File: config.mk
export PLATFORM = sky130hd
export DESIGN_NAME = nibble_serial_add_ctrl_flat
export DESIGN_NICKNAME = d
export VERILOG_FILES = /design/src/rtl/nibble_serial_add_ctrl_pkg.sv /design/src/rtl/nibble_serial_add_ctrl_if.sv /design/src/rtl/nibble_serial_add_ctrl_nibble_adder.sv /design/src/rtl/nibble_serial_add_ctrl.sv /design/src/flat_wrapper.sv
export SDC_FILE = /design/constraint.sdc
export NUM_CORES = 1
export LEC_CHECK = 0
export CORE_UTILIZATION = 55
export CTS_BUF_LIST = sky130_fd_sc_hd__clkbuf_16
export DETAILED_ROUTE_END_ITERATION = 10
export PLACE_DENSITY = 0.85
export SLEW_MARGIN = 0
export SYNTH_ARGS = -nofsm -noshare
export SYNTH_HDL_FRONTEND = slang
export SYNTH_SLANG_ARGS = --single-unit
File: constraint.sdc
create_clock -name clk -period 4.95 [get_ports clk]
set_input_delay 0.99 -clock clk [delete_from_list [all_inputs] [get_ports clk]]
set_output_delay 0.99 -clock clk [all_outputs]
set_load 0.005 [all_outputs]
File: src/rtl/nibble_serial_add_ctrl_pkg.sv
// Shared state encoding and widths for the nibble-serial add/subtract controller.
package nibble_serial_add_ctrl_pkg;

  localparam int NIBBLE_W       = 4;
  localparam int DATA_W_DEFAULT = 16;

  typedef enum logic [1:0] {
    IDLE = 2'd0,
    RUN  = 2'd1,
    DONE = 2'd2
  } state_t;

endpackage

File: src/rtl/nibble_serial_add_ctrl_if.sv
// Request/result handshake bundle; master is the requester/consumer, slave is the adder.
interface nibble_serial_add_ctrl_if #(
  parameter int DATA_W = nibble_serial_add_ctrl_pkg::DATA_W_DEFAULT
);

  logic              in_valid;
  logic              in_ready;
  logic [DATA_W-1:0] op_a;
  logic [DATA_W-1:0] op_b;
  logic              sub;
  logic              out_valid;
  logic              out_ready;
  logic [DATA_W-1:0] result;
  logic              carry_out;
  logic              overflow;

  modport master (
    output in_valid, op_a, op_b, sub, out_ready,
    input  in_ready, out_valid, result, carry_out, overflow
  );

  modport slave (
    input  in_valid, op_a, op_b, sub, out_ready,
    output in_ready, out_valid, result, carry_out, overflow
  );

endinterface

File: src/rtl/nibble_serial_add_ctrl_nibble_adder.sv
// Combinational 4-bit adder; zero latency, no flow control. c3 is the carry into bit 3,
// exposed so the caller can form signed overflow on the top nibble.
module nibble_adder (
  input  logic [3:0] a,
  input  logic [3:0] b,
  input  logic       cin,
  output logic [3:0] sum,
  output logic       cout,
  output logic       c3
);

  logic [3:0] low;
  logic [1:0] high;

  assign low  = {1'b0, a[2:0]} + {1'b0, b[2:0]} + {3'b000, cin};
  assign c3   = low[3];
  assign high = {1'b0, a[3]} + {1'b0, b[3]} + {1'b0, low[3]};
  assign sum  = {high[0], low[2:0]};
  assign cout = high[1];

endmodule

File: src/rtl/nibble_serial_add_ctrl.sv
// Serial add/sub through one 4-bit adder; out_valid DATA_W/4+1 edges after accept.
// in_ready only while idle; result/flags held in DONE until out_ready.
module nibble_serial_add_ctrl #(
  parameter int DATA_W   = nibble_serial_add_ctrl_pkg::DATA_W_DEFAULT,
  parameter int NIBBLE_W = nibble_serial_add_ctrl_pkg::NIBBLE_W
) (
  input logic                    clk,
  input logic                    rst,
  nibble_serial_add_ctrl_if.slave bus
);

  import nibble_serial_add_ctrl_pkg::*;

  localparam int NUM_NIB = DATA_W / NIBBLE_W;
  localparam int IDX_W   = (NUM_NIB > 1) ? $clog2(NUM_NIB) : 1;
  localparam logic [IDX_W-1:0] LAST_IDX = IDX_W'(NUM_NIB - 1);

  state_t state_q;
  state_t state_d;

  logic [DATA_W-1:0] a_q;
  logic [DATA_W-1:0] b_q;
  logic              carry_q;
  logic [IDX_W-1:0]  idx_q;
  logic              fin_q;
  logic [DATA_W-1:0] result_q;
  logic              carry_out_q;
  logic              overflow_q;

  logic              accept;
  logic              in_ready_c;
  logic              out_valid_c;
  logic [IDX_W+1:0]  bit_base;
  logic [3:0]        nib_sum;
  logic              nib_cout;
  logic              nib_c3;

  assign bit_base = {idx_q, 2'b00};
  assign accept   = bus.in_valid && in_ready_c;

  nibble_adder u_nibble_adder (
    .a    (a_q[bit_base +: NIBBLE_W]),
    .b    (b_q[bit_base +: NIBBLE_W]),
    .cin  (carry_q),
    .sum  (nib_sum),
    .cout (nib_cout),
    .c3   (nib_c3)
  );

  always_ff @(posedge clk or posedge rst) begin
    if (rst) begin
      state_q <= IDLE;
    end else begin
      state_q <= state_d;
    end
  end

  // fin_q adds one settle cycle after the last nibble so DONE is entered with flags already latched.
  always_comb begin
    state_d     = state_q;
    in_ready_c  = 1'b0;
    out_valid_c = 1'b0;
    case (state_q)
      IDLE: begin
        in_ready_c = 1'b1;
        if (bus.in_valid) begin
          state_d = RUN;
        end
      end
      RUN: begin
        if (fin_q) begin
          state_d = DONE;
        end
      end
      DONE: begin
        out_valid_c = 1'b1;
        if (bus.out_ready) begin
          state_d = IDLE;
        end
      end
      default: begin
        state_d = IDLE;
      end
    endcase
  end

  // Subtraction is a + ~b + 1: B is stored inverted and the +1 rides in as the initial carry.
  always_ff @(posedge clk or posedge rst) begin
    if (rst) begin
      a_q         <= '0;
      b_q         <= '0;
      carry_q     <= 1'b0;
      idx_q       <= '0;
      fin_q       <= 1'b0;
      result_q    <= '0;
      carry_out_q <= 1'b0;
      overflow_q  <= 1'b0;
    end else if (accept) begin
      a_q     <= bus.op_a;
      b_q     <= bus.sub ? ~bus.op_b : bus.op_b;
      carry_q <= bus.sub;
      idx_q   <= '0;
      fin_q   <= 1'b0;
    end else if (state_q == RUN && !fin_q) begin
      result_q[bit_base +: NIBBLE_W] <= nib_sum;
      carry_q <= nib_cout;
      if (idx_q == LAST_IDX) begin
        carry_out_q <= nib_cout;
        overflow_q  <= nib_c3 ^ nib_cout;
        fin_q       <= 1'b1;
      end else begin
        idx_q <= idx_q + IDX_W'(1);
      end
    end
  end

  assign bus.in_ready  = in_ready_c;
  assign bus.out_valid = out_valid_c;
  assign bus.result    = result_q;
  assign bus.carry_out = carry_out_q;
  assign bus.overflow  = overflow_q;

endmodule

File: src/flat_wrapper.sv
// flat-port wrapper written by rule: the top's interface ports become plain ports
module nibble_serial_add_ctrl_flat import nibble_serial_add_ctrl_pkg::*;
#(
  parameter int DATA_W   = nibble_serial_add_ctrl_pkg::DATA_W_DEFAULT,
  parameter int NIBBLE_W = nibble_serial_add_ctrl_pkg::NIBBLE_W
)
  (clk, rst, bus_in_valid, bus_op_a, bus_op_b, bus_sub, bus_out_ready, bus_in_ready, bus_out_valid, bus_result, bus_carry_out, bus_overflow);
  nibble_serial_add_ctrl_if #(.DATA_W(DATA_W)) bus_i ();
  input logic clk;
  input logic rst;
  input wire logic [$bits(bus_i.in_valid)-1:0] bus_in_valid;
  input wire logic [$bits(bus_i.op_a)-1:0] bus_op_a;
  input wire logic [$bits(bus_i.op_b)-1:0] bus_op_b;
  input wire logic [$bits(bus_i.sub)-1:0] bus_sub;
  input wire logic [$bits(bus_i.out_ready)-1:0] bus_out_ready;
  output wire logic [$bits(bus_i.in_ready)-1:0] bus_in_ready;
  output wire logic [$bits(bus_i.out_valid)-1:0] bus_out_valid;
  output wire logic [$bits(bus_i.result)-1:0] bus_result;
  output wire logic [$bits(bus_i.carry_out)-1:0] bus_carry_out;
  output wire logic [$bits(bus_i.overflow)-1:0] bus_overflow;
  assign bus_i.in_valid = bus_in_valid;
  assign bus_i.op_a = bus_op_a;
  assign bus_i.op_b = bus_op_b;
  assign bus_i.sub = bus_sub;
  assign bus_i.out_ready = bus_out_ready;
  assign bus_in_ready = bus_i.in_ready;
  assign bus_out_valid = bus_i.out_valid;
  assign bus_result = bus_i.result;
  assign bus_carry_out = bus_i.carry_out;
  assign bus_overflow = bus_i.overflow;
  nibble_serial_add_ctrl #(.DATA_W(DATA_W), .NIBBLE_W(NIBBLE_W)) u_core (.clk(clk), .rst(rst), .bus(bus_i));
endmodule
Yosys cells after proc, flatten, opt, wreduce, memory -nomap -nowiden. Cells that the tools add are included.

Register bits after elaboration: 56. Output and inout port bits: 20.

Muxes and demuxes: 16. Reductions and logical operators: 11. Equal/unequal tests: 7. Bitwise gates (word level): 3. Add/subtract/negate cells: 6. Shifts and indexed selects: 4.

Operators with widths (count): $shiftx 16x5->4 (2); $bwmux 16 (1); $mux 16 (1); $not 16->16 (1); $shift 4x6->16 const A (1); $shiftx 4x6->16 (1); $mux 2 (6); $mux 1 (7); $neg 4->6 (1); $pmux 2 s3 (1); $reduce_and 2->1 (3); $reduce_and 3->1 (2); $add 3x3->4 (1); $add 4x1->4 (1); $eq 2x2->1 const B (2); $ne 2x1->1 const B (2); $ne 2x2->1 const B (2); $reduce_bool 2->1 (2); $add 1x1->2 (1); $add 2x1->2 (1); $add 2x1->2 const B (1); $eq 2x1->1 const B (1); $logic_and 1x1->1 (2); $logic_not 2->1 (1); other kinds (3) (3).

Longest topological paths before layout. Gate-level depths: netlist of the first run.

Depth after elaboration: 6. Mapped depth: 9.

By module. From an unflattened synthesis of the first run, not the netlist that was laid out.

Cells, all modules: 233. Area total of the unflattened synthesis: 2846.5 um^2.

Modules (own cells, without submodules): nibble_serial_add_ctrl (cells each 212, area an instance 2690.1 um^2, instances 1); nibble_adder (cells each 21, area an instance 156.4 um^2, instances 1).

Worst setup path before layout of the first run. Ideal clock, no wire load.

Path kind: reg-to-reg. Start point: register u_core.idx_q[0]. End point: register u_core.result_q[15], in the netlist u_core.bus.result[15]. Setup time: 95 ps. Data arrival time: 2709 ps. Data required time: 4855 ps. Stages on the path, launching flop included: 8. Setup slack: 2145 ps. Cell sequence: dfrtp_1 > buf_4 > mux4_2 > fa_1 > a21o_1 > a21oi_1 > fa_1 > o31ai_1.

Longest elaborated chain between the ends: 6. Elaborated cells between the ends (all ways): 10.

Ends and longest elaborated chain: start: declaration (RTL line nibble_serial_add_ctrl.sv:24) `logic [IDX_W-1:0] idx_q;`; start signal: assignment (RTL line nibble_serial_add_ctrl.sv:112) `idx_q <= idx_q + IDX_W'(1);`; $shiftx 16x5->4 (on tied branches) (RTL line nibble_serial_add_ctrl.sv:42, nibble_serial_add_ctrl.sv:43); $add 3x3->4 (RTL line nibble_serial_add_ctrl_nibble_adder.sv:15) `assign low = {1'b0, a[2:0]} + {1'b0, b[2:0]} + {3'b000, cin};`; $add 4x1->4 (RTL line nibble_serial_add_ctrl_nibble_adder.sv:15); $add 2x1->2 (RTL line nibble_serial_add_ctrl_nibble_adder.sv:17) `assign high = {1'b0, a[3]} + {1'b0, b[3]} + {1'b0, low[3]};`; $shiftx 4x6->16 (RTL line nibble_serial_add_ctrl.sv:105) `result_q[bit_base +: NIBBLE_W] <= nib_sum;`; $bwmux 16 * (RTL line nibble_serial_add_ctrl.sv:105); end signal: indexed assignment (RTL line nibble_serial_add_ctrl.sv:105); end: declaration (RTL line nibble_serial_add_ctrl.sv:26) `logic [DATA_W-1:0] result_q;`.

Mark *: on every way between the ends. The rest lies on a longest branch, timed or not. A chain may end at the register's enable or synchronous reset.

Final worst setup path of the first run.
Start point: register u_core.idx_q[0]. End point: register u_core.result_q[7], in the netlist u_core.bus.result[7].

The elaborated chain is that of the path after synthesis.

==> metrics.md, run 1 <==
| Metric | Value |
|---|---|
| Post-CTS repair timing setup buffer count | `0` |
| Detailed placement HPWL | `about 3800 um` |
| Maximum number of pins on one net before global-route repair | `57` |
| Sequential Area | `1400 sq um` |
| Wire length per cell after detailed routing | `roughly 15 um` |
| Critical path start-end classification | `flop to flop` |
| Clock-pin slew reported for the worst setup and hold paths after clock tree synthesis | `roughly 70 ps` |
| Startpoint of the lowest-slack register-to-register path | `u_core.idx_q[0]` |
| Std cell rows | `25` |
| Commonest register cell after synthesis | `dfrtp_1` |
| Gate Count Post-Synth | `between 200 and 250` |
| Share of async-settable or async-resettable flops after synthesis | `100%` |
| Synthesized area divided by synthesized cell count | `12.1 sq um` |
| Portion of the clock cycle consumed by the worst path in the final layout | `approximately 66%` |
| Peak supply drop | `between 0.3 and 0.4 mV` |
| DRC errors left | `0` |
| WHS Endpoint | `u_core.bus.result[2]` |
| Global-route wire length before repair | `8870 um` |
| Total of endpoints with negative setup slack in the final report | `0` |
| Top-Level Pins | `57` |
| Startpoint kind of the worst setup timing path | `flop` |
| Data arrival time of the critical path | `~3500 ps` |
| Final ANT Viol Nets | `0` |
| Yosys synthesis warning count | `0` |
| Count of maximum capacitance violations | `0` |
| Die Y-Extent | `~74 um` |
| Worst-margin pin slew | `approximately 1100 ps` |
| Total grt overflow | `0` |
| Fraction of final layout cells sized beyond drive strength 1 | `13.6%` |
| Setup_tns | `0 ps` |
| Filler cell count | `roughly 370` |
| Top cells by instance count after synthesis | `dfrtp_1 (56), nand2_1 (22), nor2_1 (20)` |
| Critical R2R Capture | `u_core.bus.result[7]` |
| Min Clock Period, post-route | `around 3300 ps` |
| Antenna diode count | `0` |
| F_max | `306 MHz` |
| Most frequent cell after synthesis | `dfrtp_1` |
| Max-slew headroom at the worst pin | `26.1%` |
| Area of the mapped netlist | `around 2900 sq um` |
| Final setup margin | `roughly 1700 ps` |
| CTS hold repair buffers | `0` |
| Number of antenna violations at the first check in global routing | `0` |
| H-tree levels | `2` |
| Net Count, Synth | `285` |
| Initial cell density of the core | `between 50% and 60%` |
| Count of flip-flops with a built-in enable after synthesis | `0` |
| Yosys reg bits | `between 50 and 60` |
| Number of violations reported at the end of detailed-routing iteration 0 | `86` |
| Number of different library cells in the post-synthesis netlist | `39` |
| Die boundary width | `74.3 um` |
| Overall routed net length | `5220 um` |
| Vias in the first global route | `between 1,500 and 2,000` |
| All-layer global routing usage | `around 22%` |
| Slack of the worst reg-to-reg path | `around 1700 ps` |
| P_leak | `between 0.001 and 0.0015 uW` |
| WHS Path Cells | `2` |
| Std-Cell Core Area | `about 4900 sq um` |
| Area growth from synthesis to layout | `22.8%` |
| Portion of synthesized cell area occupied by the leading cell type | `approximately half` |
| RSZ-0062 raised after global routing | `false` |
| Result of the run | `completed` |
| TritonCTS clock tree | `built` |
| Count of cells resized by post-cts repair | `0` |
| Final Hold Vio Count | `0` |
| Count of input and output buffers | `56` |
| Count of vias placed by the detailed router | `around 1,900` |
| Cell taking the most area after synthesis | `dfrtp_1` |
| Worst hold path type | `flop to flop` |
| Worst-case clock buffer depth | `2` |
| Net count of the finished layout | `333` |
| Placement Setup Slack | `between 1500 and 2000 ps` |
| Worst clock skew | `8.83 ps` |
| Via count normalized by instance count | `between 5 and 6` |
| CTS buffer count | `5` |
| CP max FO | `16` |
| Clock insertion delay at the later pin of the skew report | `slightly below 300 ps` |
| Routability cong. | `0.775` |
| Required @ worst endpoint | `slightly above 5000 ps` |
| First drt pass iteration count | `4` |
| Setup crit end kind | `flop` |
| Clock Tree Root | `clkbuf_16` |
| Source of the worst hold timing path | `u_core.bus.result[2]` |
| Power Density | `around 680 nW/um^2` |
| Leading post-synthesis cells by cell area | `dfrtp_1 (49%), mux2_2 (6.3%), mux4_2 (5.5%), xnor2_1 (5.2%), o31ai_1 (3.9%)` |
| Combined area of the multi-input logic cells | `~1300 sq um` |
| Slew Limit Fails | `0` |
| TritonCTS Sinks | `between 50 and 60` |
| Die Footprint | `~5500 sq um` |
| Reg2reg path depth | `6` |
| Sequential-to-total area share from yosys stat | `48.8%` |
==> cell type report <==
type | count | share of cell area [%]
sequential | 56 | 39.7
multi-input combinational | 152 | 36.6
timing repair buffer | 57 | 16.1
clock buffer | 5 | 3.54
tap | 67 | 2.38
inverter | 13 | 1.38
clock inverter | 3 | 0.319
==> through the flow <==
step	power, uW	utilization (%)	hold slack, ps	std cells	cell area [sq um]
floorplan	1730	-	471	237	2870
global placement	2020	69.5	461	345	3390
detailed placement	2080	69.5	467	345	3390
CTS	2420	72.3	483	353	3530
global route	2600	72.3	511	353	3530
finish	2410	72.3	481	353	3530
==> sequential cells by signal (all words and copies together), names as in the netlist <==
register              cells
u_core.bus.overflow       1
u_core.idx_q              2
u_core.a_q               16
u_core.state_q            2
u_core.bus.result        16
u_core.bus.carry_out      1
u_core.carry_q            1
u_core.b_q               16
u_core.fin_q              1
==> per-layer routing <==
layer / track usage, % / vias to the layer above / part of all wire (%) / wire length (um)
met5: 0 / - / 0 / 0
li1: - / 916 / - / -
met3: 3.39 / 7 / 3.1 / 163
met2: 40.9 / 55 / 54 / 2830
met4: 6.92 / 0 / 1.1 / 57
met1: 26.0 / 918 / 42 / 2180
==> how the worst max path moves through the flow <==
| stage | start | end | slack [ps] |
|---|---|---|---|
| 2_1_floorplan | u_core.idx_q[0] | u_core.bus.result[15] | 2150 |
| 3_3_place_gp | u_core.idx_q[0] | u_core.bus.result[15] | 1860 |
| 3_5_place_dp | u_core.idx_q[0] | u_core.bus.result[7] | 1690 |
| 4_1_cts | u_core.idx_q[0] | u_core.bus.result[7] | 1670 |
| 5_1_grt | u_core.idx_q[0] | u_core.bus.result[15] | 1450 |
| 6_report | u_core.idx_q[0] | u_core.bus.result[7] | 1680 |
==> kinds of logic (layout without fill, tap and decap cells) <==
group,count (synthesis),in the layout,synth area share [%]
simple gates,56,56,10.8
xor+xnor,18,18,5.49
flops,56,56,48.8
compound gates,42,42,9.80
buf+inv,29,78,6.53
mux,25,25,13.0
fa+ha+maj,11,11,5.57
==> worst max-delay path, stage by stage, from the launching register on <==
cell     delay, ps
dfrtp_1        840
mux4_2         630
fa_1           480
a21o_1         210
a21oi_1        230
fa_1           500
o31ai_1        280
==> report_power, final <==
group	switching (uW)	total, uW	internal (uW)
logic	609	1220	615
clock network	150	332	182
registers	186	856	670
==> placed cells by master (no fill, tap or decap), types with 2 or more instances in the layout <==
master / n
fa_1: 3
inv_2: 2
inv_1: 13
mux4_2: 7
mux2_2: 16
clkbuf_16: 5
nand2_1: 22
clkdlybuf4s50_1: 56
nand4bb_1: 4
nor2_1: 20
dfrtp_1: 56
xnor2_1: 17
o31ai_1: 15
a21oi_1: 19
ha_1: 8
Note: power is estimated with default switching activity, not from simulation.
==> run 2: changes to the inputs <==
--- a/config.mk
+++ b/config.mk
@@ -5,10 +5,10 @@
 export SDC_FILE = /design/constraint.sdc
 export NUM_CORES = 1
 export LEC_CHECK = 0
-export CORE_UTILIZATION = 55
+export CORE_UTILIZATION = 47
 export CTS_BUF_LIST = sky130_fd_sc_hd__clkbuf_16
 export DETAILED_ROUTE_END_ITERATION = 10
-export PLACE_DENSITY = 0.85
+export PLACE_DENSITY = 0.78
 export SLEW_MARGIN = 0
 export SYNTH_ARGS = -nofsm -noshare
 export SYNTH_HDL_FRONTEND = slang
==> constraint.sdc (replaced) <==
create_clock -name clk -period 3 [get_ports clk]
set_input_delay 0.6 -clock clk [delete_from_list [all_inputs] [get_ports clk]]
set_output_delay 0.6 -clock clk [all_outputs]
set_load 0.005 [all_outputs]
==> run 2 against run 1 <==
Compared with the run above: via count increased by 0.95%; critical path type unchanged; cell area grew 1.8%; maximum frequency up 16%.
==> metrics.md, run 2 (synthesis results as in run 1) <==
| Metric | Value |
|---|---|
| Total grt overflow | `0 (unchanged)` |
| Result of the run | `completed` |
| Die Y-Extent | `80.2 um (+8.0%)` |
| Std-Cell Core Area | `5920 sq um (+21%)` |
| Vias in the first global route | `1,898 (+0.69%)` |
| Maximum number of pins on one net before global-route repair | `38 (-33%)` |
| Net count of the finished layout | `340 (+2.1%)` |
| Slew Limit Fails | `0 (unchanged)` |
| Clock insertion delay at the later pin of the skew report | `290 ps (about the same)` |
| TritonCTS Sinks | `56 (unchanged)` |
| Count of cells resized by post-cts repair | `0 (unchanged)` |
| Worst-case clock buffer depth | `2 (unchanged)` |
| Number of violations reported at the end of detailed-routing iteration 0 | `52 (-40%)` |
| H-tree levels | `2 (unchanged)` |
| Count of input and output buffers | `56 (unchanged)` |
| Final cell area excluding filler cells | `3590 sq um (+1.8%)` |
| Post-CTS repair timing setup buffer count | `0 (unchanged)` |
| F_max | `354 MHz (+16%)` |
| Global-route wire length before repair | `9070 um (+2.3%)` |
| Worst hold path type | `flop to flop` |
| Core utilization of the finished layout | `60.7% (-12 points)` |
| Peak supply drop | `0.652 mV (+110%)` |
| Routability cong. | `0.802 (+3.4%)` |
| Power Density | `1110 nW/um^2 (+63%)` |
| Max-slew headroom at the worst pin | `66.6% (+40 points)` |
| Worst-margin pin slew | `501 ps (-606 ps)` |
| First drt pass iteration count | `4 (unchanged)` |
| Initial cell density of the core | `48.5% (-10 points)` |
| Setup_tns | `0 ps (unchanged)` |
| DRC errors left | `0 (unchanged)` |
| Final Hold Vio Count | `0 (unchanged)` |
| Count of vias placed by the detailed router | `1,914 (+0.95%)` |
| CTS buffer count | `5 (unchanged)` |
| Clock Tree Root | `clkbuf_16` |
| Die Footprint | `6430 sq um (+17%)` |
| Final ANT Viol Nets | `0 (unchanged)` |
| Critical path start-end classification | `flop to flop` |
| Fraction of final layout cells sized beyond drive strength 1 | `16.0% (+2.4 points)` |
| Portion of the clock cycle consumed by the worst path in the final layout | `94.1% (+28 points)` |
| Die boundary width | `80.2 um (+8.0%)` |
| Data arrival time of the critical path | `3010 ps (-450 ps)` |
| Via count normalized by instance count | `5.20 (-3.2%)` |
| P_leak | `0.00148 uW (+2.3%)` |
| Required @ worst endpoint | `3180 ps (-1960 ps)` |
| Area growth from synthesis to layout | `25.1%` |
| Std cell rows | `28 (+12%)` |
| Antenna diode count | `0 (unchanged)` |
| All-layer global routing usage | `18.8% (-3.1 points)` |
| Count of maximum capacitance violations | `0 (unchanged)` |
| Number of antenna violations at the first check in global routing | `0 (unchanged)` |
| CTS hold repair buffers | `0 (unchanged)` |
| Min Clock Period, post-route | `2820 ps (-446 ps)` |
| Top library cells by usage in the layout, fill and taps aside | `clkdlybuf4s50_1 (56), dfrtp_1 (55), nand2_1 (22), nor2_1 (20), a21oi_1 (19)` |
| Worst clock skew | `4.86 ps (-3.97 ps)` |
| Cell Area, Placed | `3460 sq um (+1.8%)` |
| Top-Level Pins | `57 (unchanged)` |
| TritonCTS clock tree | `built` |
| Clock-pin slew reported for the worst setup and hold paths after clock tree synthesis | `70 ps (about the same)` |
| Wire length per cell after detailed routing | `14.5 um (-2.2%)` |
| Setup crit end kind | `flop` |
| CP max FO | `13 (-3)` |
| Overall routed net length | `5320 um (+1.9%)` |
| Total of endpoints with negative setup slack in the final report | `0 (unchanged)` |
| Most common library cell in the layout ignoring fill and taps | `clkdlybuf4s50_1` |
| Detailed placement HPWL | `4080 um (+8.6%)` |
| Startpoint kind of the worst setup timing path | `flop` |
| RSZ-0062 raised after global routing | `false` |
## run 2: path summary, 6_finish.rpt
| kind | start | end | slack [ps] | cells after the start |
|---|---|---|---|---|
| worst min register to register | u_core.bus.result[12] | u_core.bus.result[12] | 480 | 2 |
| max in group asynchronous | rst | u_core.b_q[2] | 1780 | 3 |
| min in group asynchronous | rst | u_core.bus.result[9] | 610 | 2 |
| worst max-delay path | u_core.idx_q[1] | u_core.bus.result[3] | 180 | 6 |
| worst min-delay path | u_core.bus.result[12] | u_core.bus.result[12] | 480 | 2 |
| worst max register to register | u_core.idx_q[1] | u_core.bus.result[3] | 180 | 6 |
## run 2: final cells by class
type	count	area [sq um]
clock inverters	3	11.3
fillers	492	2330
clock buffers	5	125
well taps	75	93.8
multi-input cells	152	1290
flip-flops and latches	56	1400
repair buffers	64	621
inverters	13	48.8
## run 2: critical path: stages (launching register included)
cell and delay, ps:
dfrtp_1 660, mux4_2 400, fa_1 460, a21o_1 190
a21oi_1 210, fa_1 510, o31ai_1 290
## run 2: where the power goes
group | switching [uW] | internal (uW) | total [uW]
Clock | 242 | 301 | 543
Sequential | 292 | 1110 | 1400
Combinational | 1010 | 1050 | 2060
Total | 1540 | 2460 | 4000
## run 2: layer usage
metal / vias to the layer above / share of wire [%] / global-route usage, %
met1: 929 / 44 / 23.2
met4: 0 / 0.66 / 5.18
li1: 930 / - / -
met5: - / 0 / 0
met3: 4 / 4.1 / 4.09
met2: 51 / 51 / 33.2
## run 2: per-stage QoR
step	std cells	power [uW]	setup slack [ps]	hold slack (ps)
CTS	368	4030	60.9	482
floorplan	237	2860	195	471
detailed placement	360	3470	83.3	466
global route	368	4330	45.6	493
finish	368	4000	178	479
global placement	360	3400	211	461
==> run 3: changes to the inputs <==
--- a/config.mk
+++ b/config.mk
@@ -5,10 +5,11 @@
 export SDC_FILE = /design/constraint.sdc
 export NUM_CORES = 1
 export LEC_CHECK = 0
-export CORE_UTILIZATION = 47
+export CORE_UTILIZATION = 57
 export CTS_BUF_LIST = sky130_fd_sc_hd__clkbuf_16
 export DETAILED_ROUTE_END_ITERATION = 10
-export PLACE_DENSITY = 0.78
+export DONT_BUFFER_PORTS = 1
+export PLACE_DENSITY = 0.76
 export SLEW_MARGIN = 0
 export SYNTH_ARGS = -nofsm -noshare
 export SYNTH_HDL_FRONTEND = slang
==> run 3 against run 2 <==
Compared with the run above: clock power rose by 21%; sequential power barely moved; cell area fell by 16%; maximum frequency rose by 2.0%; die area fell by 17%; clock skew barely moved; via count fell by 11%; wire length fell by 7.9%; largest power group unchanged.
==> metrics.md, run 3 (synthesis results as in run 1) <==
| Metric | Value |
|---|---|
| Final setup margin | `233 ps (+55.7 ps)` |
| Most common library cell in the layout ignoring fill and taps | `dfrtp_1` |
| Count of maximum capacitance violations | `0 (unchanged)` |
| Required @ worst endpoint | `3200 ps (+20 ps)` |
| Number of antenna violations at the first check in global routing | `0 (unchanged)` |
| Area growth from synthesis to layout | `5.18%` |
| Clock-pin slew reported for the worst setup and hold paths after clock tree synthesis | `70 ps (about the same)` |
| Combined area of the multi-input logic cells | `1290 sq um (about the same)` |
| Global-route wire length before repair | `8080 um (-11%)` |
| Worst hold path type | `primary input to asynchronous set/reset pin` |
| Placement Setup Slack | `225 ps (+142 ps)` |
| Clock share of power | `17.1% (+3.5 points)` |
| Net count of the finished layout | `280 (-18%)` |
| Total of endpoints with negative setup slack in the final report | `0 (unchanged)` |
| Max stage delay on crit path | `530 ps (-130 ps)` |
| Critical path start-end classification | `flop to flop` |
| Routability cong. | `0.808 (+0.84%)` |
| Comb power frac | `46.6% (-4.8 points)` |
| Detailed placement HPWL | `3660 um (-10%)` |
| Core utilization of the finished layout | `63.2% (+2.4 points)` |
| CTS hold repair buffers | `0 (unchanged)` |
| Overall routed net length | `4900 um (-7.9%)` |
| Slew Limit Fails | `0 (unchanged)` |
| Antenna diode count | `0 (unchanged)` |
| Switching Fraction | `39.4% (+0.86 points)` |
| Count of cells resized by post-cts repair | `0 (unchanged)` |
| TritonCTS Sinks | `56 (unchanged)` |
| Max-slew headroom at the worst pin | `63.2% (-3.4 points)` |
| Slowest library cell on the worst path | `mux4_2` |
| Internal power summed over all cells | `2320 uW (-5.4%)` |
| Total grt overflow | `0 (unchanged)` |
| Clock Tree Root | `clkbuf_16` |
| DRC errors left | `0 (unchanged)` |
| Setup crit end kind | `flop` |
| Data arrival time of the critical path | `2960 ps (-50 ps)` |
| Filler cell count | `383 (-22%)` |
| Count of vias placed by the detailed router | `1,695 (-11%)` |
| Setup_tns | `0 ps (unchanged)` |
| CP max FO | `12 (-1)` |
| Fraction of final layout cells sized beyond drive strength 1 | `19.3% (+3.3 points)` |
| Wire length per cell after detailed routing | `16.3 um (+13%)` |
| Worst clock skew | `4.40 ps (-0.463 ps)` |
| Peak supply drop | `0.662 mV (+1.5%)` |
| Sequential Power Share | `36.3% (+1.3 points)` |
| Power Density | `1270 nW/um^2 (+14%)` |
| Most common cell type on the critical path | `fa_1` |
| Post-CTS repair timing setup buffer count | `0 (unchanged)` |
| Final Hold Vio Count | `0 (unchanged)` |
| Std-Cell Core Area | `4790 sq um (-19%)` |
| Die Y-Extent | `73.0 um (-9.0%)` |
| Top-Level Pins | `57 (unchanged)` |
| Critical-path cell list | `buf_4 -> mux4_2 -> fa_1 -> a21o_1 -> a21oi_1 -> fa_1 -> o31ai_1` |
| Sequential Area | `1400 sq um (about the same)` |
| Std cell rows | `25 (-11%)` |
| All-layer global routing usage | `20.8% (+2.0 points)` |
| Portion of the clock cycle consumed by the worst path in the final layout | `92.2% (-1.9 points)` |
| Vias in the first global route | `1,653 (-13%)` |
| Number of violations reported at the end of detailed-routing iteration 0 | `74 (+42%)` |
| Via count normalized by instance count | `5.65 (+8.6%)` |
| Startpoint kind of the worst setup timing path | `flop` |
| Kind of cell adding the most delay to the critical path | `adder cells` |
| Final ANT Viol Nets | `0 (unchanged)` |
| Count of input and output buffers | `0 (-100%)` |
| First drt pass iteration count | `4 (unchanged)` |
| Min Clock Period, post-route | `2770 ps (-55.7 ps)` |
| Die boundary width | `73.0 um (-9.0%)` |
| H-tree levels | `2 (unchanged)` |
| Maximum number of pins on one net before global-route repair | `55 (+45%)` |
| Worst-case clock buffer depth | `2 (unchanged)` |
| CTS buffer count | `5 (unchanged)` |
| F_max | `361 MHz (+2.0%)` |
| Total Power | `3830 uW (-4.1%)` |
| Clock insertion delay at the later pin of the skew report | `290 ps (about the same)` |
| TritonCTS clock tree | `built` |
| Switch Pwr | `1510 uW (-2.0%)` |
| Die Footprint | `5330 sq um (-17%)` |
| Result of the run | `completed` |
| P_leak | `0.00126 uW (-15%)` |
| Worst-margin pin slew | `552 ps (+51.2 ps)` |
| Total buffers and inverters traversed by the critical path | `1 (+1)` |
| Top library cells by usage in the layout, fill and taps aside | `dfrtp_1 (56), nand2_1 (22), nor2_1 (20), a21oi_1 (19), xnor2_1 (17)` |
| RSZ-0062 raised after global routing | `false` |
| Initial cell density of the core | `60.1% (+12 points)` |
==> run 3: changes by cell type in the layout (fill, tap and decap cells not counted), sizes merged <==
cell,before,now
bufinv,0,1
inv,15,13
clkdlybuf4s50,56,0
clkinvlp,0,1
buf,8,4
==> run 3: path summary, 6_finish.rpt <==
path | from | end | slack (ps) | cells past startpoint
worst max-delay path | u_core.idx_q[0] | u_core.bus.result[3] | 230 | 7
worst min-delay path | rst | u_core.a_q[10] | 200 | 1
worst max register to register | u_core.idx_q[0] | u_core.bus.result[3] | 230 | 7
worst min register to register | u_core.bus.result[1] | u_core.bus.result[1] | 500 | 2
max in group asynchronous | rst | u_core.b_q[9] | 2020 | 2
min in group clk | bus_sub | u_core.carry_q | 450 | 2
==> run 3: worst register-to-register path: cells and delay by family (launching register included) <==
kind | cells | cell delay (ps)
buffers and inverters | 1 | 210
muxes | 1 | 540
AOI/OAI and AO/OA | 3 | 650
DFF | 1 | 350
adders and majority gates | 2 | 930
==> run 3: cell type report <==
type / instances / share of cell area [%]
Clock inverter: 3 / 1.41
Clock buffer: 5 / 4.14
Sequential cell: 56 / 46.4
Multi-Input combinational cell: 152 / 42.7
Timing Repair Buffer: 4 / 0.993
Inverter: 13 / 1.61
Tap cell: 67 / 2.77
==> run 3: layer usage <==
metal | up-vias | wire length [um] | track usage (%)
met5 | - | 0 | 0
met3 | 6 | 271 | 6.49
met4 | 0 | 57 | 5.88
met2 | 43 | 2470 | 34.2
met1 | 831 | 2100 | 26.6
li1 | 815 | - | -
==> run 3: stage by stage <==
| step | std cells | hold WS [ps] | cell area, sq um |
|---|---|---|---|
| floorplan | 237 | 471 | 2870 |
| finish | 300 | 200 | 3020 |
| detailed placement | 292 | 492 | 2860 |
| CTS | 300 | 211 | 3020 |
| global placement | 292 | 488 | 2860 |
| global route | 300 | 236 | 3020 |
==> run 3: power by group through the flow <==
stage | combinational (uW) | sequential (uW) | clock [uW]
after floorplan | 1580 | 1280 | 0
after global routing | 2010 | 1440 | 698
after detailed placement | 1800 | 1410 | 0
after global placement | 1750 | 1400 | 0
final | 1790 | 1390 | 657
after CTS | 1810 | 1400 | 668
